[src/rtl/uart_cmd_ctrl_pkg.sv]
// Shared widths, opcodes, operand addresses and FSM encoding for the UART command sequencer.
package uart_cmd_ctrl_pkg;

    localparam int WIDTH         = 8;
    localparam int ADDR_WIDTH    = 4;
    localparam int ALU_OUT_WIDTH = 16;
    localparam int FUN_WIDTH     = 4;

    localparam logic [WIDTH-1:0] CMD_WR      = 8'hAA;
    localparam logic [WIDTH-1:0] CMD_RD      = 8'hBB;
    localparam logic [WIDTH-1:0] CMD_ALU_OP  = 8'hCC;
    localparam logic [WIDTH-1:0] CMD_ALU_NOP = 8'hDD;

    localparam logic [ADDR_WIDTH-1:0] OPA_ADDR = 4'd0;
    localparam logic [ADDR_WIDTH-1:0] OPB_ADDR = 4'd1;

    typedef enum logic [3:0] {
        IDLE     = 4'd0,
        WR_ADDR  = 4'd1,
        WR_DATA  = 4'd2,
        RD_ADDR  = 4'd3,
        RD_WAIT  = 4'd4,
        OP_A     = 4'd5,
        OP_B     = 4'd6,
        ALU_FUN  = 4'd7,
        ALU_WAIT = 4'd8,
        TX_LO    = 4'd9,
        TX_HI    = 4'd10
    } state_t;

    // States in which an incoming RX byte cannot be consumed and is dropped.
    function automatic logic rx_blocked(input state_t st);
        return (st == RD_WAIT) || (st == ALU_WAIT) || (st == TX_LO) || (st == TX_HI);
    endfunction

endpackage

[src/rtl/uart_cmd_ctrl_if.sv]
// Bundle of RX, register-file, ALU and TX signals around the command sequencer.
interface uart_cmd_ctrl_if;
    import uart_cmd_ctrl_pkg::*;

    logic [WIDTH-1:0]         i_rx_data;
    logic                     i_rx_valid;
    logic                     o_rf_wr_en;
    logic                     o_rf_rd_en;
    logic [ADDR_WIDTH-1:0]    o_rf_addr;
    logic [WIDTH-1:0]         o_rf_wr_data;
    logic [WIDTH-1:0]         i_rf_rd_data;
    logic                     i_rf_rd_valid;
    logic                     o_alu_en;
    logic [FUN_WIDTH-1:0]     o_alu_fun;
    logic [ALU_OUT_WIDTH-1:0] i_alu_out;
    logic                     i_alu_valid;
    logic [WIDTH-1:0]         o_tx_data;
    logic                     o_tx_valid;
    logic                     i_tx_ready;
    logic                     o_cmd_err;
    logic                     o_overrun;

    modport master (
        input  i_rx_data, i_rx_valid, i_rf_rd_data, i_rf_rd_valid,
               i_alu_out, i_alu_valid, i_tx_ready,
        output o_rf_wr_en, o_rf_rd_en, o_rf_addr, o_rf_wr_data,
               o_alu_en, o_alu_fun, o_tx_data, o_tx_valid, o_cmd_err, o_overrun
    );

    modport slave (
        output i_rx_data, i_rx_valid, i_rf_rd_data, i_rf_rd_valid,
               i_alu_out, i_alu_valid, i_tx_ready,
        input  o_rf_wr_en, o_rf_rd_en, o_rf_addr, o_rf_wr_data,
               o_alu_en, o_alu_fun, o_tx_data, o_tx_valid, o_cmd_err, o_overrun
    );

endinterface

[src/rtl/uart_cmd_tx_serializer.sv]
// Sends a 1- or 2-byte payload LSB first over a valid/ready handshake.
module uart_cmd_tx_serializer
    import uart_cmd_ctrl_pkg::*;
(
    input  logic                     i_clk,
    input  logic                     i_rst,
    input  logic                     i_load,
    input  logic [ALU_OUT_WIDTH-1:0] i_payload,
    input  logic                     i_two_bytes,
    input  logic                     i_tx_ready,
    output logic [WIDTH-1:0]         o_tx_data,
    output logic                     o_tx_valid,
    output logic                     o_accept
);

    logic             valid_q, valid_d;
    logic [WIDTH-1:0] data_q, data_d;
    logic [WIDTH-1:0] hi_q, hi_d;
    logic             more_q, more_d;

    assign o_accept   = valid_q & i_tx_ready;
    assign o_tx_data  = data_q;
    assign o_tx_valid = valid_q;

    always_comb begin
        valid_d = valid_q;
        data_d  = data_q;
        hi_d    = hi_q;
        more_d  = more_q;
        if (i_load) begin
            valid_d = 1'b1;
            data_d  = i_payload[WIDTH-1:0];
            hi_d    = i_payload[ALU_OUT_WIDTH-1:WIDTH];
            more_d  = i_two_bytes;
        end else if (o_accept) begin
            // Data only changes on a transfer, so it is stable while valid waits for ready.
            if (more_q) begin
                data_d = hi_q;
                more_d = 1'b0;
            end else begin
                valid_d = 1'b0;
            end
        end
    end

    always_ff @(posedge i_clk or posedge i_rst) begin
        if (i_rst) begin
            valid_q <= 1'b0;
            data_q  <= '0;
            hi_q    <= '0;
            more_q  <= 1'b0;
        end else begin
            valid_q <= valid_d;
            data_q  <= data_d;
            hi_q    <= hi_d;
            more_q  <= more_d;
        end
    end

endmodule

[src/rtl/uart_cmd_ctrl.sv]
// UART command sequencer: parses RX frames into register-file and ALU operations
// and returns read/ALU results to the transmitter.
module uart_cmd_ctrl
    import uart_cmd_ctrl_pkg::*;
(
    input logic             i_clk,
    input logic             i_rst,
    uart_cmd_ctrl_if.master bus
);

    // state    | meaning
    // IDLE     | waiting for an opcode byte
    // WR_ADDR  | write frame, expecting address byte
    // WR_DATA  | write frame, expecting data byte
    // RD_ADDR  | read frame, expecting address byte
    // RD_WAIT  | waiting for register-file read data
    // OP_A     | ALU frame, expecting operand A (goes to OPA_ADDR)
    // OP_B     | ALU frame, expecting operand B (goes to OPB_ADDR)
    // ALU_FUN  | expecting ALU function byte
    // ALU_WAIT | waiting for ALU result
    // TX_LO    | sending result low byte
    // TX_HI    | sending last byte (result high byte or read data)

    state_t                   state_q, state_d;
    logic                     wr_en_q, wr_en_d;
    logic                     rd_en_q, rd_en_d;
    logic                     alu_en_q, alu_en_d;
    logic                     cmd_err_q, cmd_err_d;
    logic                     overrun_q, overrun_d;
    logic [ADDR_WIDTH-1:0]    addr_q, addr_d;
    logic [WIDTH-1:0]         wr_data_q, wr_data_d;
    logic [FUN_WIDTH-1:0]     fun_q, fun_d;

    logic                     ser_load;
    logic [ALU_OUT_WIDTH-1:0] ser_payload;
    logic                     ser_two;
    logic                     tx_accept;

    uart_cmd_tx_serializer u_tx_ser (
        .i_clk       (i_clk),
        .i_rst       (i_rst),
        .i_load      (ser_load),
        .i_payload   (ser_payload),
        .i_two_bytes (ser_two),
        .i_tx_ready  (bus.i_tx_ready),
        .o_tx_data   (bus.o_tx_data),
        .o_tx_valid  (bus.o_tx_valid),
        .o_accept    (tx_accept)
    );

    always_comb begin
        state_d     = state_q;
        wr_en_d     = 1'b0;
        rd_en_d     = 1'b0;
        alu_en_d    = 1'b0;
        cmd_err_d   = 1'b0;
        overrun_d   = bus.i_rx_valid & rx_blocked(state_q);
        addr_d      = addr_q;
        wr_data_d   = wr_data_q;
        fun_d       = fun_q;
        ser_load    = 1'b0;
        ser_payload = '0;
        ser_two     = 1'b0;

        case (state_q)
            IDLE: if (bus.i_rx_valid) begin
                case (bus.i_rx_data)
                    CMD_WR:      state_d = WR_ADDR;
                    CMD_RD:      state_d = RD_ADDR;
                    CMD_ALU_OP:  state_d = OP_A;
                    CMD_ALU_NOP: state_d = ALU_FUN;
                    default:     cmd_err_d = 1'b1;
                endcase
            end
            WR_ADDR: if (bus.i_rx_valid) begin
                addr_d  = bus.i_rx_data[ADDR_WIDTH-1:0];
                state_d = WR_DATA;
            end
            WR_DATA: if (bus.i_rx_valid) begin
                wr_data_d = bus.i_rx_data;
                wr_en_d   = 1'b1;
                state_d   = IDLE;
            end
            RD_ADDR: if (bus.i_rx_valid) begin
                addr_d  = bus.i_rx_data[ADDR_WIDTH-1:0];
                rd_en_d = 1'b1;
                state_d = RD_WAIT;
            end
            RD_WAIT: if (bus.i_rf_rd_valid) begin
                ser_load    = 1'b1;
                ser_payload = {{(ALU_OUT_WIDTH-WIDTH){1'b0}}, bus.i_rf_rd_data};
                state_d     = TX_HI;
            end
            OP_A: if (bus.i_rx_valid) begin
                addr_d    = OPA_ADDR;
                wr_data_d = bus.i_rx_data;
                wr_en_d   = 1'b1;
                state_d   = OP_B;
            end
            OP_B: if (bus.i_rx_valid) begin
                addr_d    = OPB_ADDR;
                wr_data_d = bus.i_rx_data;
                wr_en_d   = 1'b1;
                state_d   = ALU_FUN;
            end
            ALU_FUN: if (bus.i_rx_valid) begin
                fun_d    = bus.i_rx_data[FUN_WIDTH-1:0];
                alu_en_d = 1'b1;
                state_d  = ALU_WAIT;
            end
            ALU_WAIT: if (bus.i_alu_valid) begin
                ser_load    = 1'b1;
                ser_payload = bus.i_alu_out;
                ser_two     = 1'b1;
                state_d     = TX_LO;
            end
            TX_LO: if (tx_accept) state_d = TX_HI;
            TX_HI: if (tx_accept) state_d = IDLE;
            default: state_d = IDLE;
        endcase
    end

    always_ff @(posedge i_clk or posedge i_rst) begin
        if (i_rst) begin
            state_q   <= IDLE;
            wr_en_q   <= 1'b0;
            rd_en_q   <= 1'b0;
            alu_en_q  <= 1'b0;
            cmd_err_q <= 1'b0;
            overrun_q <= 1'b0;
            addr_q    <= '0;
            wr_data_q <= '0;
            fun_q     <= '0;
        end else begin
            state_q   <= state_d;
            wr_en_q   <= wr_en_d;
            rd_en_q   <= rd_en_d;
            alu_en_q  <= alu_en_d;
            cmd_err_q <= cmd_err_d;
            overrun_q <= overrun_d;
            addr_q    <= addr_d;
            wr_data_q <= wr_data_d;
            fun_q     <= fun_d;
        end
    end

    assign bus.o_rf_wr_en   = wr_en_q;
    assign bus.o_rf_rd_en   = rd_en_q;
    assign bus.o_rf_addr    = addr_q;
    assign bus.o_rf_wr_data = wr_data_q;
    assign bus.o_alu_en     = alu_en_q;
    assign bus.o_alu_fun    = fun_q;
    assign bus.o_cmd_err    = cmd_err_q;
    assign bus.o_overrun    = overrun_q;

endmodule

[src/flat_wrapper.sv]
// flat-port wrapper written by rule: the top's interface ports become plain ports
module uart_cmd_ctrl_flat import uart_cmd_ctrl_pkg::*;
  (i_clk, i_rst, bus_i_rx_data, bus_i_rx_valid, bus_i_rf_rd_data, bus_i_rf_rd_valid, bus_i_alu_out, bus_i_alu_valid, bus_i_tx_ready, bus_o_rf_wr_en, bus_o_rf_rd_en, bus_o_rf_addr, bus_o_rf_wr_data, bus_o_alu_en, bus_o_alu_fun, bus_o_tx_data, bus_o_tx_valid, bus_o_cmd_err, bus_o_overrun);
  uart_cmd_ctrl_if bus_i ();
  input logic i_clk;
  input logic i_rst;
  input wire logic [$bits(bus_i.i_rx_data)-1:0] bus_i_rx_data;
  input wire logic [$bits(bus_i.i_rx_valid)-1:0] bus_i_rx_valid;
  input wire logic [$bits(bus_i.i_rf_rd_data)-1:0] bus_i_rf_rd_data;
  input wire logic [$bits(bus_i.i_rf_rd_valid)-1:0] bus_i_rf_rd_valid;
  input wire logic [$bits(bus_i.i_alu_out)-1:0] bus_i_alu_out;
  input wire logic [$bits(bus_i.i_alu_valid)-1:0] bus_i_alu_valid;
  input wire logic [$bits(bus_i.i_tx_ready)-1:0] bus_i_tx_ready;
  output wire logic [$bits(bus_i.o_rf_wr_en)-1:0] bus_o_rf_wr_en;
  output wire logic [$bits(bus_i.o_rf_rd_en)-1:0] bus_o_rf_rd_en;
  output wire logic [$bits(bus_i.o_rf_addr)-1:0] bus_o_rf_addr;
  output wire logic [$bits(bus_i.o_rf_wr_data)-1:0] bus_o_rf_wr_data;
  output wire logic [$bits(bus_i.o_alu_en)-1:0] bus_o_alu_en;
  output wire logic [$bits(bus_i.o_alu_fun)-1:0] bus_o_alu_fun;
  output wire logic [$bits(bus_i.o_tx_data)-1:0] bus_o_tx_data;
  output wire logic [$bits(bus_i.o_tx_valid)-1:0] bus_o_tx_valid;
  output wire logic [$bits(bus_i.o_cmd_err)-1:0] bus_o_cmd_err;
  output wire logic [$bits(bus_i.o_overrun)-1:0] bus_o_overrun;
  assign bus_i.i_rx_data = bus_i_rx_data;
  assign bus_i.i_rx_valid = bus_i_rx_valid;
  assign bus_i.i_rf_rd_data = bus_i_rf_rd_data;
  assign bus_i.i_rf_rd_valid = bus_i_rf_rd_valid;
  assign bus_i.i_alu_out = bus_i_alu_out;
  assign bus_i.i_alu_valid = bus_i_alu_valid;
  assign bus_i.i_tx_ready = bus_i_tx_ready;
  assign bus_o_rf_wr_en = bus_i.o_rf_wr_en;
  assign bus_o_rf_rd_en = bus_i.o_rf_rd_en;
  assign bus_o_rf_addr = bus_i.o_rf_addr;
  assign bus_o_rf_wr_data = bus_i.o_rf_wr_data;
  assign bus_o_alu_en = bus_i.o_alu_en;
  assign bus_o_alu_fun = bus_i.o_alu_fun;
  assign bus_o_tx_data = bus_i.o_tx_data;
  assign bus_o_tx_valid = bus_i.o_tx_valid;
  assign bus_o_cmd_err = bus_i.o_cmd_err;
  assign bus_o_overrun = bus_i.o_overrun;
  uart_cmd_ctrl u_core (.i_clk(i_clk), .i_rst(i_rst), .bus(bus_i));
endmodule
[config.mk]
export PLATFORM = sky130hd
export DESIGN_NAME = uart_cmd_ctrl_flat
export DESIGN_NICKNAME = d
export VERILOG_FILES = /design/src/rtl/uart_cmd_ctrl_pkg.sv /design/src/rtl/uart_cmd_ctrl_if.sv /design/src/rtl/uart_cmd_tx_serializer.sv /design/src/rtl/uart_cmd_ctrl.sv /design/src/flat_wrapper.sv
export SDC_FILE = /design/constraint.sdc
export NUM_CORES = 1
export LEC_CHECK = 0
export ABC_AREA = 1
export CORE_MARGIN = 2
export CORE_UTILIZATION = 67
export CTS_CLUSTER_SIZE = 10
export DETAILED_ROUTE_END_ITERATION = 10
export DONT_BUFFER_PORTS = 1
export GPL_ROUTABILITY_DRIVEN = 0
export PLACE_DENSITY_LB_ADDON = 0.12
export SYNTH_ARGS = -nofsm -noshare
export SYNTH_HDL_FRONTEND = slang
export SYNTH_SLANG_ARGS = --single-unit
[constraint.sdc]
create_clock -name i_clk -period 2.9 [get_ports i_clk]
set_input_delay 0.435 -clock i_clk [delete_from_list [all_inputs] [get_ports i_clk]]
set_output_delay 0.435 -clock i_clk [all_outputs]
set_load 0.01 [all_outputs]
# --- Word-level counts from Yosys, hierarchy flattened ---
# Cells that the tools add are included.
# Widths: inputs -> output; s select.
word_totals:
  regBits: 43
  input_bits: 38
classes:
  n_eq_ne: 28
  mux: 38
  bitwise: 2
  n_reduce_logical: 16
op_table:
  columns: ["operator", "count"]
  rows:
  - ["$mux 4", 13]
  - ["$pmux 4 s11", 1]
  - ["$eq 8x8->1 const B", 4]
  - ["$mux 8", 4]
  - ["$pmux 16 s2", 1]
  - ["$ne 2x2->1 const B", 9]
  - ["$eq 4x3->1 const B", 4]
  - ["$mux 16", 1]
  - ["$pmux 4 s4", 1]
  - ["$mux 1", 15]
  - ["$eq 4x4->1 const B", 3]
  - ["$pmux 4 s3", 1]
  - ["$reduce_and 12->1", 1]
  - ["$eq 4x2->1 const B", 2]
  - ["$ne 2x1->1 const B", 4]
  - ["$reduce_and 2->1", 4]
  - ["$ne 5x5->1 const B", 1]
  - ["$eq 4x1->1 const B", 1]
  - ["$logic_not 4->1", 1]
  - ["$reduce_and 4->1", 1]
  - ["$reduce_bool 2->1", 2]
  - ["$reduce_or 4->1", 1]
  - ["$logic_or 1x1->1", 3]
  - ["$reduce_bool 3->1", 1]
  - ["4 further kinds", 5]

# --- Longest topological paths before layout ---
# Gate-level depths: netlist of the first run.
depth:
  depth_word: 5
  depth_mapped: 10
  ltp_nobuf: 10

# --- By module ---
# Synthesis of the first run repeated with hierarchy kept, for this count alone.
hier_totals:
  hier_cells: 302
  hier_area_um2: 2270.9
by_module_without_submodules:
  columns: ["mod", "instances", "cells_per_inst", "area_each_um2", "seq_area_each_um2"]
  rows:
  - ["uart_cmd_ctrl", 1, 205, 1435.1, 625.6]
  - ["uart_cmd_tx_serializer", 1, 97, 835.8, 450.4]

# --- Least setup slack after synthesis of the first run ---
# OpenSTA, ideal clock, no wires.
synth_timing:
  path_kind: "flip-flop to flip-flop"
  startpoint: "reg u_core.state_q[2]"
  endpoint: "reg u_core.u_tx_ser.data_q[0] (netlist: u_core.u_tx_ser.o_tx_data[0])"
  arrival_time_ns: 1.183
  required_ns: 2.784
  path_slack_ns: 1.601
  stages_incl_launch_ff: 11
  path_buffers: 0
  period_less_slack_ns: 1.299
  cell_sequence: "dfrtp_1 -> inv_2 -> nand2_1 -> nor2_2 -> nand2_2 -> nand2_4 -> inv_4 -> nand2_1 -> nand2_1 -> nand2_1 -> nand2_1"
synth_via:
  elab_chain_len: 4
  word_cells_on_any_way: 8
synth_lines:
  columns: ["item", "line_no", "text"]
  rows:
  - ["from (decl)", "uart_cmd_ctrl.sv:24", "state_t state_q, state_d;"]
  - ["from (signal assigned)", "uart_cmd_ctrl.sv:135", "state_q <= state_d;"]
  - ["$eq 4x4->1 / $eq 4x3->1 (equally long branches)", "uart_cmd_ctrl.sv:65", "case (state_q)"]
  - ["$pmux 1 s2", "uart_cmd_ctrl.sv:65", null]
  - ["$reduce_bool 2->1 (no source line)", null, null]
  - ["$reduce_and 2->1 (no source line)", null, null]
  - ["to (signal assigned)", "uart_cmd_tx_serializer.sv:54", "data_q <= data_d;"]
  - ["to (decl)", "uart_cmd_tx_serializer.sv:17", "logic [WIDTH-1:0] data_q, data_d;"]
# Parallel ways exist; a longest one is shown, timed or not.
# A chain may end at the register's enable or synchronous reset.

# --- Worst setup path in the final report of the first run ---
layout_timing:
  startpoint: "reg u_core.state_q[3]"
  endpoint: "reg u_core.u_tx_ser.data_q[6] (netlist: u_core.u_tx_ser.o_tx_data[6])"
# Same word-level chain as after synthesis.

==> reports/metrics.cfg, run 1 <==
[pwr]
p_per_area_nw_per_um2 = 1010
irDropWorstVdd_uv = 575
combinationalPowerShare_pct = 34.4
p_seq_share_pct = 46.4
p_sw_share_pct = 41.5
switchingPower_mw = 0.988
p_int_mw = 1.40
power_frac_clock_pct = 19.2
total_power_mw = 2.38
leakagePower_nw = 1.30

[clock_tree]
clock_latency_ns = 0.36
clockRootBuffer = clkbuf_4
cts_buffer_depth = 2
cts_buffers = 5
htree_levels = 2
cts_tree = built
holdBufCountCts = 0
clk_pin_slew_ns = 0.12
cts_setup_buffers = 0
cts_resized = 0
cts_sinks = 43

[yosys]
ys_ff_latch = 43
synthesis.area_um2 = 2220
synth_seq_area_share_pct = 48.5
synthTopCellsByArea = dfrtp_1 (49%), nand2_1 (23%), inv_1 (4.9%)
syn-num-nets = 336
synth_top_area_cell = dfrtp_1
postSynthCellCount = 298
yosysWarnings = 0
yosysTopAreaCellShare_pct = 48.5
syn_avg_cell_area_um2 = 7.44
yosysUniqueCellTypes = 21

[detailed_routing]
ant_nets = 0
routedLengthMet1_um = 2030
wl_per_cell_um = 13.0
wl_met3_um = 310
met2WireLength_um = 2110
drtPass1Iterations = 4
viasPerCell = 5.16
top_layer_used = met4
dr.first_iter.drc_count = 116
via_count = 1800
drc = 0
wl_um = 4520

[cells_and_area]
n_antenna_cell = 0
finalNetCount = 342
fill_cells = 246
stdcell_count = 349
area_delta_synth_final_pct = 6.38
drive_gt1_share_pct = 12.5
multi_input_area_um2 = 983
regArea_um2 = 1080

[placed_design]
hpwl_um = 3360
placedCellCount = 341
io_buffers = 0
dp_slack_ns = 1.41

[critical_path]
path_cells = inv_2 -> nor2_2 -> nand2_2 -> nor2_4 -> nand2_1 -> nand2_1 -> inv_1 -> nand2_1 -> nand2_1 -> nand2_1
crit_fanout = 16
critPathCaptureType = register
cp-startpoint = u_core.state_q[3]
cp.required_ns = 3.20
slowest_delay_ns = 0.48
criticalPathCategory = register to register
cp_common_cell = nand2_1
crit_path_top_delay_cell = dfrtp_1
crit_family = simple AND/OR/NAND/NOR gates
crit_path_start_kind = register
cp.arrival_ns = 1.86
r2r-start = u_core.state_q[3]
path_buf_inv = 2

[sta]
setup_viol = 0
hold_viol = 0
rsz0062_at_grt = no
finalWorstSetupSlack_ns = 1.34
fin_setup_tns_ns = 0
max_freq_mhz = 640
worstMarginPinSlew_ns = 0.514
fin_crit_ns = 1.56
fin_crit_sh_pct = 53.9
fin_skew_ns = 0.00815
relSlewSlack_pct = 65.7
drv_slew = 0

[global_routing]
grt_pass1_vias = 1591
grt_max_degree = 44
grt_overflow_total = 0
grt_first_pass_wirelength_um = 7150
grt_usage_pct = 26.4
antenna_found_initial = 0

[floorplan]
die_area_um2 = 3790
rows = 20
fp.dieW_um = 61.5
start_util_pct = 71.5
core_area_um2 = 3100
chipHeight_um = 61.5
num_io_pins = 68

[min_path]
min_path_type = input port to async pin

[status]
run_status = finished, final reports clean

[run]
drv_cap = 0

cell families (layout without fill, tap and decap cells):
logic type / Yosys count / count (layout) / synth area share, %
AOI/OAI and AO/OA: 28 / 28 / 6.94
buffers and inverters: 36 / 43 / 7.11
DFF: 43 / 43 / 48.5
and+or+nand+nor: 191 / 191 / 37.4
cell usage in the layout, fill, tap and decap left out:
cell type | synthesis | final
a21boi_0 | 1 | 1
o21ai_2 | 3 | 3
clkbuf_1 | 0 | 1
nand2_2 | 12 | 12
inv_1 | 29 | 29
nor2_1 | 26 | 26
nand2_1 | 134 | 134
nor2_8 | 1 | 1
inv_6 | 1 | 1
a21oi_1 | 1 | 1
nor2_4 | 3 | 3
dfrtp_1 | 43 | 43
inv_2 | 3 | 3
nor2_2 | 3 | 3
clkbuf_4 | 0 | 5
buf_4 | 0 | 1
o21ai_1 | 8 | 8
nand4_2 | 1 | 1
nand3_1 | 8 | 8
o21ai_0 | 15 | 15
inv_4 | 1 | 1
bufinv_16 | 0 | 2
nand4_1 | 1 | 1
nand2_4 | 2 | 2
area by class of cell:
cell class | count | share of cell area [%]
flip-flops and latches | 43 | 45.6
multi-input cells | 219 | 41.7
inverters | 34 | 5.73
clock inverters | 2 | 2.55
well taps | 44 | 2.33
clock buffers | 6 | 1.75
repair buffers | 1 | 0.318
metal layers:
layer | vias up | track usage (%)
met5 | - | 0
met4 | 0 | 10.6
met3 | 9 | 8.40
met2 | 51 | 41.5
met1 | 814 | 34.0
li1 | 926 | -
path summary, 6_finish.rpt:
kind                                           endpoint  slack (ns)  cells after the start
max reg2reg                u_core.u_tx_ser.o_tx_data[6]        1.34                     10
max                        u_core.u_tx_ser.o_tx_data[6]        1.34                     10
min reg2reg                     u_core.u_tx_ser.hi_q[0]        0.48                      2
min in group i_clk           u_core.bus.o_rf_wr_data[7]        0.18                      2
max in group asynchronous  u_core.u_tx_ser.o_tx_data[5]        2.46                      2
min                        u_core.u_tx_ser.o_tx_data[3]        0.08                      2
metrics by stage:
step / area [um2] / util [%] / hold WS [ns]
6_report: 2360 / 76.0 / 0.0801
5_1_grt: 2360 / 76.0 / 0.130
4_1_cts: 2360 / 76.0 / 0.0936
3_5_place_dp: 2260 / 72.7 / 0.456
3_3_place_gp: 2260 / 72.7 / 0.452
2_1_floorplan: 2220 / - / 0.436
Yosys cell counts (all sizes together):
cell type    n
dfrtp       43
a21boi       1
a21oi        1
buf          2
o21ai       26
inv         34
nand4        2
nand2      148
nand3        8
nor2        33
power groups by stage:
stage	sequential [mW]	clock, mW	combinational, mW
CTS	1.10	0.467	0.819
global route	1.14	0.490	0.948
finish	1.11	0.458	0.820
floorplan	1.08	0	0.682
detailed placement	1.12	0	0.810
global placement	1.11	0	0.780
worst register-to-register path, cell delays in order, from the launching register on:
cell and delay [ns]:
dfrtp_1 0.48, inv_2 0.06, nor2_2 0.16, nand2_2 0.08, nor2_4 0.32, nand2_1 0.10
nand2_1 0.09, inv_1 0.04, nand2_1 0.07, nand2_1 0.06, nand2_1 0.05
flip-flops by register name, indices dropped and copies added (netlist names):
signal / flops
u_core.bus.o_rf_rd_en: 1
u_core.bus.o_rf_wr_data: 8
u_core.bus.o_rf_addr: 4
u_core.u_tx_ser.more_q: 1
u_core.u_tx_ser.o_tx_valid: 1
u_core.bus.o_alu_en: 1
u_core.bus.o_alu_fun: 4
u_core.u_tx_ser.hi_q: 8
u_core.bus.o_overrun: 1
u_core.state_q: 4
u_core.u_tx_ser.o_tx_data: 8
u_core.bus.o_cmd_err: 1
u_core.bus.o_rf_wr_en: 1
No activity file was read; power rests on OpenSTA's default activity.
==> inputs of run 2 (changes only) <==
--- a/config.mk
+++ b/config.mk
@@ -7,7 +7,7 @@
 export LEC_CHECK = 0
 export ABC_AREA = 1
 export CORE_MARGIN = 2
-export CORE_UTILIZATION = 67
+export CORE_UTILIZATION = 62
 export CTS_CLUSTER_SIZE = 10
 export DETAILED_ROUTE_END_ITERATION = 10
 export DONT_BUFFER_PORTS = 1
==> constraint.sdc (replaced) <==
create_clock -name i_clk -period 1.6 [get_ports i_clk]
set_input_delay 0.24 -clock i_clk [delete_from_list [all_inputs] [get_ports i_clk]]
set_output_delay 0.24 -clock i_clk [all_outputs]
set_load 0.01 [all_outputs]
==> run 2 against run 1 <==
Compared with the run above:
- the flow now finishes with violations (negative hold slack)
- clock skew barely moved
- total power rose by 74%
- die area rose by 7.5%
- utilization fell by 3.5 points
- critical path depth did not move
- maximum frequency rose by 6.0%
- non-clock buffer count rose by 11
- flip-flop and latch count did not move
- combinational power rose by 94%
- wire length rose by 5.1%
==> reports/metrics.cfg, run 2 (synthesis gave the netlist of run 1 again) <==
[status]
run_status = finished, violations left
violations = negative hold slack

[cells_and_area]
n_antenna_cell = 0
final_cell_mix = nand2_1 (133), dfrtp_1 (42), inv_1 (29)
fin_area_um2 = 2460
drive_gt1_share_pct = 14.3
post-route-util_pct = 72.5
final_common_cell = nand2_1
finalNetCount = 353
area_delta_synth_final_pct = 10.8
stdcell_count = 361

[critical_path]
slowest_delay_ns = 0.45
criticalPathCategory = register to register
cp.arrival_ns = 1.73
crit_path_start_kind = register
critPathCaptureType = register
cp.required_ns = 1.86
crit_fanout = 7
crit_path_top_delay_cell = dfrtp_1
path_cells = inv_1 -> nand2_2 -> nor2_2 -> nand2_1 -> nand2_4 -> inv_4 -> nand2_1 -> nand2_1 -> nand2_1 -> nand2_1
cp_common_cell = nand2_1
crit_family = simple AND/OR/NAND/NOR gates
path_buf_inv = 2

[detailed_routing]
wl_per_cell_um = 13.2
dr.first_iter.drc_count = 149
wl_um = 4750
drc = 0
drtPass1Iterations = 4
viasPerCell = 5.04
via_count = 1820
ant_nets = 0

[clock_tree]
cts_buffer_depth = 2
clk_pin_slew_ns = 0.13
htree_levels = 2
clock_latency_ns = 0.36
clockRootBuffer = clkbuf_4
cts_buffers = 5
cts_tree = built
cts_sinks = 43

[global_routing]
grt_first_pass_wirelength_um = 7850
grt_overflow_total = 0
grt_pass1_vias = 1735
antenna_found_initial = 0
grt_max_degree = 44
grt_usage_pct = 24.9

[floorplan]
die_area_um2 = 4070
core_area_um2 = 3390
chipHeight_um = 63.8
rows = 21
num_io_pins = 68
fp.dieW_um = 63.8
start_util_pct = 65.4

[sta]
relSlewSlack_pct = 76.7
finalWorstSetupSlack_ns = 0.125
hold_viol = 1
holdWs_ns = -0.00194
fin_crit_sh_pct = 92.2
max_freq_mhz = 678
drv_slew = 0
fin_crit_ns = 1.47
fin_setup_tns_ns = 0
worstMarginPinSlew_ns = 0.348
setup_viol = 0
fin_skew_ns = 0.00772

[placed_design]
placedCellCount = 344
io_buffers = 0
dp_slack_ns = 0.106
postPlaceCellArea_um2 = 2280
hpwl_um = 3470

[pwr]
irDropWorstVdd_uv = 1130
leakagePower_nw = 1.34
total_power_mw = 4.15
p_per_area_nw_per_um2 = 1690

[run]
drv_cap = 0

[min_path]
min_path_type = input port to register

-- run 2: changes by cell type in the layout (fill, tap and decap cells not counted), moves of 2 or more --
cell           previous run  this run
dlygate4sd3_1             0         7
bufinv_16                 2         0
buf_12                    0         2
nor2_4                    3         5
buf_4                     1         3
-- run 2: final timing paths --
check / startpoint / to / slack, ns / depth (start not counted)
setup / recovery: u_core.state_q[0] / u_core.u_tx_ser.o_tx_data[2] / 0.13 / 10
hold / removal: bus_i_alu_out[12] / u_core.u_tx_ser.hi_q[4] / -0.002 / 2
setup reg to reg: u_core.state_q[0] / u_core.u_tx_ser.o_tx_data[2] / 0.13 / 10
hold reg to reg: u_core.u_tx_ser.hi_q[0] / u_core.u_tx_ser.hi_q[0] / 0.49 / 2
max in group asynchronous: i_rst / u_core.state_q[2] / 0.99 / 3
min in group asynchronous: i_rst / u_core.bus.o_alu_en / 0.38 / 3
-- run 2: layout make-up --
class	count	area [um2]
well taps	46	57.6
repair buffers	12	133
multi-input cells	219	998
clock buffers	6	51.3
flip-flops and latches	43	1080
clock inverters	1	5.00
fillers	264	932
inverters	34	135
-- run 2: what timing repair did --
action                     CTS  global route
setup buffers                0             3
resized for setup            0             5
setup endpoints to repair    0            12
hold endpoints to repair    46             3
hold buffers                 4             3
-- run 2: metal layers --
metal  global-route usage, %  wire length, um
met1                    34.1             2080
met2                    38.0             2330
met3                    6.87              283
met4                    9.24               59
met5                       0                0
-- run 2: where the power goes --
part           leakage (nW)  total [mW]  switching (mW)  internal [mW]
Combinational         0.744        1.59            1.01          0.576
Clock                0.0341       0.546           0.342          0.204
Sequential            0.558        2.02           0.472           1.55
==> inputs of run 3 (changes only) <==
--- a/config.mk
+++ b/config.mk
@@ -6,9 +6,10 @@
 export NUM_CORES = 1
 export LEC_CHECK = 0
 export ABC_AREA = 1
+export CAP_MARGIN = 0
 export CORE_MARGIN = 2
-export CORE_UTILIZATION = 62
-export CTS_CLUSTER_SIZE = 10
+export CORE_UTILIZATION = 67
+export CTS_CLUSTER_SIZE = 20
 export DETAILED_ROUTE_END_ITERATION = 10
 export DONT_BUFFER_PORTS = 1
 export GPL_ROUTABILITY_DRIVEN = 0
==> constraint.sdc (replaced) <==
create_clock -name i_clk -period 1.8 [get_ports i_clk]
set_input_delay 0.27 -clock i_clk [delete_from_list [all_inputs] [get_ports i_clk]]
set_output_delay 0.27 -clock i_clk [all_outputs]
set_load 0.01 [all_outputs]
==> run 3 against run 2 <==
Compared with the run above:
- the flow now finishes without violations
- worst setup slack better by 0.16 ns
- via count is 0.82% lower
- clock power is 4.6% higher
- final cell count is 3.3% lower
- cell area is 4.8% lower
- clock skew is 0.00067 ns lower
- register-to-register slack better by 0.16 ns
==> reports/metrics.cfg, run 3 (synthesis gave the netlist of run 1 again) <==
[detailed_routing]
wl_um = 4480
drc = 0
ant_nets = 0
drtPass1Iterations = 4
via_count = 1805
dr.first_iter.drc_count = 116
viasPerCell = 5.17
wl_per_cell_um = 12.8

[sta]
worstMarginPinSlew_ns = 0.514
fin_crit_sh_pct = 84.2
relSlewSlack_pct = 65.8
hold_viol = 0
setup_viol = 0
fin_skew_ns = 0.00705
fin_crit_ns = 1.52
max_freq_mhz = 660
drv_slew = 0
finalWorstSetupSlack_ns = 0.284
rsz0062_at_grt = no
fin_setup_tns_ns = 0

[floorplan]
chipHeight_um = 61.5
core_area_um2 = 3100
die_area_um2 = 3790
num_io_pins = 68
rows = 20
fp.dieW_um = 61.5
start_util_pct = 71.5

[critical_path]
cp.required_ns = 2.09
slowest_delay_ns = 0.47
criticalPathCategory = register to register
cp_common_cell = nand2_1
crit_fanout = 16
path_cells = inv_2 -> nor2_2 -> nand2_2 -> nor2_4 -> nand2_1 -> nand2_1 -> inv_1 -> nand2_1 -> nand2_1 -> nand2_1
crit_path_top_delay_cell = dfrtp_1
critPathCaptureType = register
worstRegToRegCells = 10
crit_path_start_kind = register
cp.arrival_ns = 1.81

[placed_design]
io_buffers = 0
dp_slack_ns = 0.282
hpwl_um = 3490

[global_routing]
grt_usage_pct = 25.8
grt_overflow_total = 0
grt_max_degree = 44
use_met2_pct = 40.9
top_usage_layer = met2
antenna_found_initial = 0
met3_usage_pct = 7.56
grt_pass1_vias = 1601
grt_first_pass_wirelength_um = 7110
use_met1_pct = 34.3

[pwr]
p_int_mw = 2.10
p_per_area_nw_per_um2 = 1570
switchingPower_mw = 1.57
leakagePower_nw = 1.29
p_seq_share_pct = 48.9
p_sw_share_pct = 42.7
irDropWorstVdd_uv = 1010
combinationalPowerShare_pct = 35.5
power_frac_clock_pct = 15.6

[cells_and_area]
finalNetCount = 343
n_antenna_cell = 0
area_delta_synth_final_pct = 5.47
final_cell_mix = nand2_1 (134), dfrtp_1 (43), inv_1 (29)
final_common_cell = nand2_1
drive_gt1_share_pct = 12.1

[clock_tree]
cts_setup_buffers = 0
cts_tree = built
htree_levels = 2
cts_sinks = 43
clk_pin_slew_ns = 0.12
clockRootBuffer = clkbuf_4
cts_buffer_depth = 2
cts_resized = 0
cts_buffers = 5
clock_latency_ns = 0.34

[run]
drv_cap = 0

[min_path]
min_path_type = input port to register
min_delay_path_depth = 2

[status]
run_status = finished, final reports clean

[run 3: changes by cell type in the layout (fill, tap and decap cells not counted), sizes merged]
cell         previous run  this run
dlygate4sd3             7         1
buf                     5         1
clkinv                  1         0
bufinv                  0         1
[run 3: area by class of cell]
| cell class | count | area (um2) |
|---|---|---|
| Clock inverter | 1 | 30.0 |
| Multi-Input combinational cell | 219 | 983 |
| Clock buffer | 6 | 41.3 |
| Sequential cell | 43 | 1080 |
| Inverter | 34 | 135 |
| Fill cell | 257 | 764 |
| Timing Repair Buffer | 2 | 17.5 |
| Tap cell | 44 | 55.1 |
[run 3: metrics by stage]
stage / utilization, % / cells / total power [mW] / hold WS, ns / cell area [um2]
after floorplan: - / 298 / 2.83 / 0.380 / 2220
after global placement: 72.7 / 341 / 3.05 / 0.322 / 2260
after detailed placement: 72.7 / 341 / 3.13 / 0.318 / 2260
after CTS: 75.4 / 349 / 3.69 / 0.0342 / 2340
after global routing: 75.4 / 349 / 4.01 / 0.0228 / 2340
final: 75.4 / 349 / 3.67 / 0.0398 / 2340
[run 3: power groups by stage]
stage	clock [mW]	sequential [mW]	combinational, mW
floorplan	0	1.73	1.10
global placement	0	1.80	1.26
detailed placement	0	1.82	1.31
CTS	0.575	1.80	1.32
global route	0.621	1.85	1.53
finish	0.571	1.80	1.30
[run 3: final timing paths]
| kind | slack (ns) | endpoint | from |
|---|---|---|---|
| max in group asynchronous | 0.95 | u_core.bus.o_rf_wr_data[5] | i_rst |
| max | 0.28 | u_core.u_tx_ser.o_tx_data[5] | u_core.state_q[3] |
| min reg2reg | 0.48 | u_core.u_tx_ser.hi_q[0] | u_core.u_tx_ser.hi_q[0] |
| max reg2reg | 0.28 | u_core.u_tx_ser.o_tx_data[5] | u_core.state_q[3] |
| min | 0.04 | u_core.bus.o_rf_wr_data[7] | bus_i_rx_data[7] |
| min in group asynchronous | 0.50 | u_core.bus.o_rf_wr_data[0] | i_rst |
[run 3: critical path: cells and delay by family (launching register included)]
family                 cells  cell delay [ns]
flip-flops                 1             0.47
AND/OR/NAND/NOR            8             0.90
buffers and inverters      2             0.11
[run 3: routing by layer]
layer / wire length (um) / share of wire (%) / vias up
li1: - / - / 921
met5: 0 / 0 / -
met1: 1910 / 43 / 818
met4: 48 / 1.1 / 0
met2: 2160 / 48 / 60
met3: 366 / 8.2 / 6
[run 3: what timing repair did]
action | CTS | global route
hold endpoints to repair | 43 | 0
hold buffers | 1 | 0
endpoints found under the setup margin | 0 | 0
